--- src/rtl/uart_rx_fifo.sv ---
// uart_rx_fifo
// UART receive path: a 2-flop line synchroniser, a receive FSM with 3-sample
// majority voting per bit, and a first-word-fall-through FIFO. Each FIFO entry
// holds one frame's data plus its parity-error and stop-error flags.
//
// Ports
//   rx_clk            receive clock, all state on the rising edge
//   res_n             asynchronous active-low reset
//   prescale_in       rx_clk cycles per bit (4..2^PRESCALE_WIDTH-1), latched per frame
//   s_data_in         serial line, idle high, asynchronous to rx_clk
//   par_en_in         1 = a parity bit follows the data bits (latched per frame)
//   par_typ_in        0 = even, 1 = odd parity (latched per frame)
//   stop2_in          1 = two stop bits (latched per frame)
//   rd_en_in          pop the head entry, ignored when the FIFO is empty
//   p_data_out        head entry data, 0 when empty
//   parity_error_out  head entry parity flag, 0 when empty
//   stop_error_out    head entry stop flag, 0 when empty
//   data_valid_out    FIFO not empty
//   fifo_count_out    number of occupied entries
//   overrun_out       one-cycle pulse: a completed frame was dropped, FIFO full
module uart_rx_fifo #(
    parameter int DATA_WIDTH     = 8,
    parameter int PRESCALE_WIDTH = 5,
    parameter int FIFO_DEPTH     = 4
) (
    input  logic                            rx_clk,
    input  logic                            res_n,
    input  logic [PRESCALE_WIDTH-1:0]       prescale_in,
    input  logic                            s_data_in,
    input  logic                            par_en_in,
    input  logic                            par_typ_in,
    input  logic                            stop2_in,
    input  logic                            rd_en_in,
    output logic [DATA_WIDTH-1:0]           p_data_out,
    output logic                            parity_error_out,
    output logic                            stop_error_out,
    output logic                            data_valid_out,
    output logic [$clog2(FIFO_DEPTH):0]     fifo_count_out,
    output logic                            overrun_out
);

    localparam int AW  = $clog2(FIFO_DEPTH);
    localparam int CW  = AW + 1;
    localparam int PW  = PRESCALE_WIDTH;
    localparam int BCW = $clog2(DATA_WIDTH + 1);
    localparam int WW  = DATA_WIDTH + 2;

    typedef enum logic [2:0] {
        ST_IDLE   = 3'd0,
        ST_START  = 3'd1,
        ST_DATA   = 3'd2,
        ST_PARITY = 3'd3,
        ST_STOP   = 3'd4
    } state_t;

    function automatic logic maj3(input logic a, input logic b, input logic c);
        return (a & b) | (a & c) | (b & c);
    endfunction

    // Received parity is in error when data XOR parity bit differs from the
    // selected type (0 = even, 1 = odd).
    function automatic logic parity_err(input logic [DATA_WIDTH-1:0] d,
                                        input logic pbit, input logic odd);
        return ((^d) ^ pbit) != odd;
    endfunction

    logic                  sync1_r;
    logic                  line_r;
    state_t                state_r;
    state_t                state_nx_s;
    logic [PW-1:0]         p_r;
    logic                  par_en_r;
    logic                  par_typ_r;
    logic                  stop2_r;
    logic [PW-1:0]         cnt_r;
    logic [BCW-1:0]        bit_cnt_r;
    logic [1:0]            smp_r;
    logic [DATA_WIDTH-1:0] shift_r;
    logic                  par_err_r;
    logic                  stop_err_r;

    logic [PW-1:0]         half_s;
    logic                  vote_s;
    logic                  decide_s;
    logic                  bit_end_s;
    logic                  start_s;
    logic                  push_s;
    logic [WW-1:0]         push_word_s;

    // The third vote is the live line value at the decision count.
    assign half_s      = p_r >> 1;
    assign vote_s      = maj3(smp_r[0], smp_r[1], line_r);
    assign decide_s    = (state_r != ST_IDLE) && (cnt_r == (half_s + PW'(1)));
    assign bit_end_s   = (cnt_r == (p_r - PW'(1)));
    assign push_word_s = {shift_r, par_err_r, stop_err_r | ~vote_s};

    // Two-flop synchroniser for the asynchronous serial line.
    always_ff @(posedge rx_clk or negedge res_n) begin
        if (!res_n) begin
            sync1_r <= 1'b1;
            line_r  <= 1'b1;
        end else begin
            sync1_r <= s_data_in;
            line_r  <= sync1_r;
        end
    end

    // FSM state register.
    always_ff @(posedge rx_clk or negedge res_n) begin
        if (!res_n) begin
            state_r <= ST_IDLE;
        end else begin
            state_r <= state_nx_s;
        end
    end

    // FSM next-state, frame-start and push strobes.
    always_comb begin
        state_nx_s = state_r;
        start_s    = 1'b0;
        push_s     = 1'b0;
        case (state_r)
            ST_IDLE: begin
                if (!line_r) begin
                    start_s    = 1'b1;
                    state_nx_s = ST_START;
                end else begin
                    state_nx_s = ST_IDLE;
                end
            end
            ST_START: begin
                if (decide_s) begin
                    state_nx_s = vote_s ? ST_IDLE : ST_DATA;
                end else begin
                    state_nx_s = ST_START;
                end
            end
            ST_DATA: begin
                if (decide_s && (bit_cnt_r == BCW'(DATA_WIDTH - 1))) begin
                    state_nx_s = par_en_r ? ST_PARITY : ST_STOP;
                end else begin
                    state_nx_s = ST_DATA;
                end
            end
            ST_PARITY: begin
                if (decide_s) begin
                    state_nx_s = ST_STOP;
                end else begin
                    state_nx_s = ST_PARITY;
                end
            end
            ST_STOP: begin
                // Push and return to IDLE at the last stop-bit decision so a
                // following start edge is seen on the very next cycle.
                if (decide_s && (bit_cnt_r == (stop2_r ? BCW'(1) : BCW'(0)))) begin
                    push_s     = 1'b1;
                    state_nx_s = ST_IDLE;
                end else begin
                    state_nx_s = ST_STOP;
                end
            end
            default: begin
                state_nx_s = ST_IDLE;
            end
        endcase
    end

    // Receive datapath: frame config latch, bit timing, sampling and shifting.
    // The detection cycle itself is count 0, so the counter restarts at 1.
    always_ff @(posedge rx_clk or negedge res_n) begin
        if (!res_n) begin
            p_r        <= '0;
            par_en_r   <= 1'b0;
            par_typ_r  <= 1'b0;
            stop2_r    <= 1'b0;
            cnt_r      <= '0;
            bit_cnt_r  <= '0;
            smp_r      <= 2'b11;
            shift_r    <= '0;
            par_err_r  <= 1'b0;
            stop_err_r <= 1'b0;
        end else if (start_s) begin
            p_r        <= prescale_in;
            par_en_r   <= par_en_in;
            par_typ_r  <= par_typ_in;
            stop2_r    <= stop2_in;
            cnt_r      <= PW'(1);
            bit_cnt_r  <= '0;
            shift_r    <= '0;
            par_err_r  <= 1'b0;
            stop_err_r <= 1'b0;
        end else if (state_r != ST_IDLE) begin
            cnt_r <= bit_end_s ? PW'(0) : (cnt_r + PW'(1));
            if (cnt_r == (half_s - PW'(1))) begin
                smp_r[0] <= line_r;
            end
            if (cnt_r == half_s) begin
                smp_r[1] <= line_r;
            end
            if (decide_s) begin
                case (state_r)
                    ST_DATA: begin
                        shift_r   <= {vote_s, shift_r[DATA_WIDTH-1:1]};
                        bit_cnt_r <= (bit_cnt_r == BCW'(DATA_WIDTH - 1)) ?
                                     BCW'(0) : (bit_cnt_r + BCW'(1));
                    end
                    ST_PARITY: begin
                        par_err_r <= parity_err(shift_r, vote_s, par_typ_r);
                    end
                    ST_STOP: begin
                        stop_err_r <= stop_err_r | ~vote_s;
                        bit_cnt_r  <= bit_cnt_r + BCW'(1);
                    end
                    default: begin
                        bit_cnt_r <= '0;
                    end
                endcase
            end
        end
    end

    // ---------------- receive FIFO ----------------
    logic [WW-1:0] mem_r [FIFO_DEPTH];
    logic [AW-1:0] wr_ptr_r;
    logic [AW-1:0] rd_ptr_r;
    logic [CW-1:0] count_r;
    logic [WW-1:0] head_r;
    logic          valid_r;
    logic          overrun_r;

    logic          pop_s;
    logic          push_ok_s;
    logic          drop_s;
    logic [AW-1:0] wr_ptr_nx_s;
    logic [AW-1:0] rd_ptr_nx_s;
    logic [CW-1:0] count_nx_s;
    logic [WW-1:0] head_nx_s;

    // FIFO next-state. When full, a simultaneous pop frees the slot first, so
    // the push is accepted. The head is precomputed so outputs are registered.
    always_comb begin
        pop_s       = rd_en_in && (count_r != CW'(0));
        push_ok_s   = push_s && ((count_r != CW'(FIFO_DEPTH)) || pop_s);
        drop_s      = push_s && !push_ok_s;
        wr_ptr_nx_s = push_ok_s ? (wr_ptr_r + AW'(1)) : wr_ptr_r;
        rd_ptr_nx_s = pop_s ? (rd_ptr_r + AW'(1)) : rd_ptr_r;
        case ({push_ok_s, pop_s})
            2'b10:   count_nx_s = count_r + CW'(1);
            2'b01:   count_nx_s = count_r - CW'(1);
            default: count_nx_s = count_r;
        endcase
        if (count_nx_s == CW'(0)) begin
            head_nx_s = '0;
        end else if (push_ok_s && (rd_ptr_nx_s == wr_ptr_r)) begin
            head_nx_s = push_word_s;
        end else begin
            head_nx_s = mem_r[rd_ptr_nx_s];
        end
    end

    // FIFO storage, pointers and registered head/status.
    always_ff @(posedge rx_clk or negedge res_n) begin
        if (!res_n) begin
            for (int i = 0; i < FIFO_DEPTH; i++) begin
                mem_r[i] <= '0;
            end
            wr_ptr_r  <= '0;
            rd_ptr_r  <= '0;
            count_r   <= '0;
            head_r    <= '0;
            valid_r   <= 1'b0;
            overrun_r <= 1'b0;
        end else begin
            if (push_ok_s) begin
                mem_r[wr_ptr_r] <= push_word_s;
            end
            wr_ptr_r  <= wr_ptr_nx_s;
            rd_ptr_r  <= rd_ptr_nx_s;
            count_r   <= count_nx_s;
            head_r    <= head_nx_s;
            valid_r   <= (count_nx_s != CW'(0));
            overrun_r <= drop_s;
        end
    end

    assign p_data_out       = head_r[WW-1:2];
    assign parity_error_out = head_r[1];
    assign stop_error_out   = head_r[0];
    assign data_valid_out   = valid_r;
    assign fifo_count_out   = count_r;
    assign overrun_out      = overrun_r;

endmodule
--- config.mk ---
export PLATFORM = sky130hd
export DESIGN_NAME = uart_rx_fifo
export DESIGN_NICKNAME = d
export VERILOG_FILES = /design/src/rtl/uart_rx_fifo.sv
export SDC_FILE = /design/constraint.sdc
export NUM_CORES = 1
export LEC_CHECK = 0
export BUFFER_PORTS_ARGS = -buffer_cell sky130_fd_sc_hd__buf_2
export CAP_MARGIN = 20
export CORE_UTILIZATION = 55
export CTS_CLUSTER_SIZE = 8
export DETAILED_ROUTE_END_ITERATION = 16
export GPL_ROUTABILITY_DRIVEN = 1
export PLACE_DENSITY_LB_ADDON = 0.3
export SYNTH_ARGS = -nofsm -noshare
export SYNTH_HDL_FRONTEND = slang
export SYNTH_SLANG_ARGS = --single-unit
--- constraint.sdc ---
create_clock -name rx_clk -period 4.2 [get_ports rx_clk]
set_clock_uncertainty 0.05 [all_clocks]
set_input_delay 0.63 -clock rx_clk [delete_from_list [all_inputs] [get_ports rx_clk]]
set_output_delay 0.63 -clock rx_clk [all_outputs]
set_load 0.02 [all_outputs]
==> key figures <==
Drt
  – Highest metal layer with signal wires: met4
  – DRC Markers: 0
  – Vias: 3515
  – Initial DRC count: 214
  – Avg Vias per Cell: 5.81
  – Post-Route WL: 10200 um
  – Antenna violation net count after detailed routing: 0
  – Number of search-and-repair iterations in the first detailed-routing pass: 4
  – Length of routed met2 wiring: 4930 um
  – Wire length on met3: 385 um
  – Wire length on met1: 4700 um
  – Final routed wire length divided by cell count: 16.8 um

STA
  – Tightest Pin Transition: 0.847 ns
  – Shortest period the worst path allows: 3.59 ns
  – Setup repair after global routing missed its margin: false
  – Slew Limit Headroom: 0.435
  – Final Hold Fails: 0
  – Final sum of negative setup slack: 0 ns
  – Final setup fails: 0
  – Final-report max-slew violation count: 0
  – Highest clock frequency the design can meet: 0.278 GHz
  – Setup slack after layout: 0.607 ns
  – Final period utilization: 0.856

Clock tree
  – Clk root buf: sky130_fd_sc_hd__clkbuf_8
  – H-tree lvl count: 3
  – # hold bufs at CTS: 0
  – Clock latency at the later pin of the worst-skew pair: 0.35 ns
  – Clock buffer depth: 2
  – Setup Buffers After CTS: 0
  – Number of buffers created by CTS: 9
  – TritonCTS clock tree: yes
  – Number of resized instances in the post-cts repair step: 0
  – Number of clock sinks seen by CTS: 93
  – Clock slew at the register clock pins of the worst setup and hold paths: 0.09 ns

GRT
  – Via count of the first global-routing pass: 3464
  – Antenna violations before repair: 0
  – Total track usage: 0.226
  – Largest net degree at the start of global routing: 69
  – Wire length of the first global-routing pass: 17300 um
  – Grt ovf: 0

Place
  – Number of port buffers: 26
  – Post-detailed-placement half-perimeter wirelength: 6990 um
  – Final estimated routing congestion in global placement: 0.818
  – Place WS: 0.608 ns

Yosys
  – Distinct cell type count after synthesis: 55
  – Total number of yosys warnings: 0
  – Number of enable flip-flop cells after synthesis: 0
  – Most frequently used flop master after synthesis: sky130_fd_sc_hd__dfrtp_1
  – Number of instances in the synthesized netlist: 459
  – Number of synthesized register bits: 93
  – Netlist area before placement: 0.00524 mm2
  – Net count after synthesis: 483
  – Sequential-to-total area share from yosys stat: 0.445
  – Fraction of registers with async set or reset after synthesis: 1.00
  – Mean Syn Cell Area: 11.4 um2

Outcome
  – Result of the run: finished clean

Critical path
  – Kind of capture point of the worst setup path: register
  – Required time worst endpoint: 4.38 ns
  – Maximum net fanout on the critical path: 11
  – Startpoint types: register
  – Data arrival time of the critical path: 3.78 ns
  – Critical path start-end classification: reg2reg

Power
  – Static Leakage: 0.00265 uW
  – Clock Power Share: 0.195
  – Power share of the sequential group: 0.402
  – Fraction of power spent switching nets: 0.404
  – Power per unit of standard cell area: 566 mW/mm2
  – Peak supply drop: 0.000353 V
  – Switching power total: 1290 uW
  – Internal power: 1910 uW
  – Fraction of power consumed by combinational cells: 0.403

Final layout
  – Post-Route Utilization: 0.612
  – Net count, final: 495
  – Most frequent cells in the layout: sky130_fd_sc_hd__dfrtp_1 (88), sky130_fd_sc_hd__mux2_2 (45), sky130_fd_sc_hd__mux2i_1 (41)
  – Layout overhead on the synthesized area: 7.96%
  – Commonest non-fill, non-tap cell in the layout: sky130_fd_sc_hd__dfrtp_1
  – Layout cells sized above 1: 0.252
  – Antenna cells: 0

Min path
  – Kind of path behind the tightest hold check: reg2reg

Floorplanning
  – Initial core utilization: 0.567
  – Die area: 0.00992 mm2
  – Die width: 99.6 um
  – Core Region: 0.00924 mm2
  – Height of the die: 99.6 um
  – Number of standard-cell rows in the floorplan: 35
  – IO Count: 27

Flow run
  – Max capacitance violation total: 0
-- registers in the layout (all words and copies together), names as in the netlist, 2 cells and up --
| name | count |
|---|---|
| mem_r | 40 |
| state_r | 3 |
| wr_ptr_r | 2 |
| fifo_count_out | 3 |
| bit_cnt_r | 4 |
| rd_ptr_r | 2 |
| smp_r | 2 |
| p_r | 5 |
| cnt_r | 5 |
| head_r | 10 |
| shift_r | 8 |
-- cells by family (layout without fill, tap and decap cells) --
group | Yosys count | after routing | share of synthesized area
xor gates and xnor gates | 33 | 33 | 0.0607
AOI/OAI and AO/OA | 67 | 67 | 0.0951
DFF | 93 | 93 | 0.445
muxes | 96 | 96 | 0.218
and+or+nand+nor | 108 | 108 | 0.108
buffers and inverters | 49 | 66 | 0.0401
adders and majority gates | 13 | 13 | 0.0320
-- power groups by stage --
stage	clock, uW	sequential (uW)	combinational, uW
after global routing	676	1320	1430
after floorplan	0	1150	1160
final	624	1280	1290
after detailed placement	0	1300	1290
after global placement	0	1290	1260
after CTS	634	1280	1300
-- per-stage QoR --
stage                     cell area, um2  hold WS, ns  power [uW]  instances
after CTS                           5650        0.302        3210        605
final                               5650        0.310        3200        605
after floorplan                     5240        0.284        2310        459
after global routing                5650        0.293        3420        605
after global placement              5440        0.295        2550        589
after detailed placement            5440        0.297        2590        589
-- critical path: stages (launching register included) --
cell,delay [ns]
sky130_fd_sc_hd__dfrtp_1,0.53
sky130_fd_sc_hd__inv_1,0.13
sky130_fd_sc_hd__ha_1,0.31
sky130_fd_sc_hd__xnor2_1,0.22
sky130_fd_sc_hd__and2_1,0.27
sky130_fd_sc_hd__o211ai_4,0.12
sky130_fd_sc_hd__nor2_1,0.22
sky130_fd_sc_hd__inv_1,0.07
sky130_fd_sc_hd__ha_1,0.22
sky130_fd_sc_hd__inv_1,0.08
sky130_fd_sc_hd__fa_1,0.18
sky130_fd_sc_hd__xor2_1,0.14
sky130_fd_sc_hd__nor2_1,0.06
sky130_fd_sc_hd__xor2_1,0.15
sky130_fd_sc_hd__or3_1,0.53
sky130_fd_sc_hd__o211a_1,0.20
-- per-layer routing --
| metal | vias to the layer above | global-route usage |
|---|---|---|
| met5 | - | 0 |
| met4 | 0 | 0.0690 |
| met3 | 12 | 0.0443 |
| met2 | 66 | 0.360 |
| met1 | 1765 | 0.314 |
| li1 | 1672 | - |
-- Yosys cell counts, types with 2 or more instances --
cell,instances,area [um2]
sky130_fd_sc_hd__o2111ai_1,3,26.3
sky130_fd_sc_hd__mux2i_1,41,410
sky130_fd_sc_hd__nor4b_1,2,17.5
sky130_fd_sc_hd__o211a_1,11,110
sky130_fd_sc_hd__buf_2,8,40.0
sky130_fd_sc_hd__or3_1,3,18.8
sky130_fd_sc_hd__a221oi_1,2,17.5
sky130_fd_sc_hd__nor4_1,2,12.5
sky130_fd_sc_hd__mux4_2,10,225
sky130_fd_sc_hd__inv_1,16,60.1
sky130_fd_sc_hd__a21oi_1,16,80.1
sky130_fd_sc_hd__xor2_2,2,32.5
sky130_fd_sc_hd__dfrtp_1,89,2230
sky130_fd_sc_hd__o31ai_1,11,82.6
sky130_fd_sc_hd__o22ai_1,3,18.8
sky130_fd_sc_hd__and2_1,3,18.8
sky130_fd_sc_hd__ha_1,11,138
sky130_fd_sc_hd__o21ai_0,11,55.1
sky130_fd_sc_hd__nand4_1,2,12.5
sky130_fd_sc_hd__mux2_2,45,507
sky130_fd_sc_hd__nor3_1,7,35.0
sky130_fd_sc_hd__nand3_1,19,95.1
sky130_fd_sc_hd__nor2b_1,2,12.5
sky130_fd_sc_hd__buf_1,2,7.51
sky130_fd_sc_hd__xor2_1,12,105
sky130_fd_sc_hd__nand3b_1,4,30.0
sky130_fd_sc_hd__xnor2_1,18,158
sky130_fd_sc_hd__nor2_1,14,52.6
sky130_fd_sc_hd__nand2b_1,4,25.0
sky130_fd_sc_hd__a21boi_0,2,15.0
sky130_fd_sc_hd__buf_4,4,30.0
sky130_fd_sc_hd__clkbuf_1,18,67.6
sky130_fd_sc_hd__nand2_1,34,128
sky130_fd_sc_hd__dfstp_2,4,105
sky130_fd_sc_hd__nand3_2,4,40.0
-- worst paths after layout --
path / startpoint / to / slack, ns / depth (start not counted)
min in group asynchronous: res_n / mem_r[21] / 0.32 / 1
setup reg to reg: p_r[2] / head_r[7] / 0.61 / 15
hold reg to reg: sync1_r / line_r / 0.31 / 0
hold / removal: sync1_r / line_r / 0.31 / 0
max in group asynchronous: res_n / sync1_r / 2.87 / 2
setup / recovery: p_r[2] / head_r[7] / 0.61 / 15
-- area by class of cell --
| type | instances | area, um2 |
|---|---|---|
| Clock inverter | 4 | 56.3 |
| Inverter | 16 | 60.1 |
| Fill cell | 728 | 3590 |
| Clock buffer | 12 | 155 |
| Tap cell | 129 | 161 |
| Sequential cell | 93 | 2330 |
| Timing Repair Buffer | 34 | 193 |
| Multi-Input combinational cell | 317 | 2690 |
No activity file was read; power rests on OpenSTA's default activity.
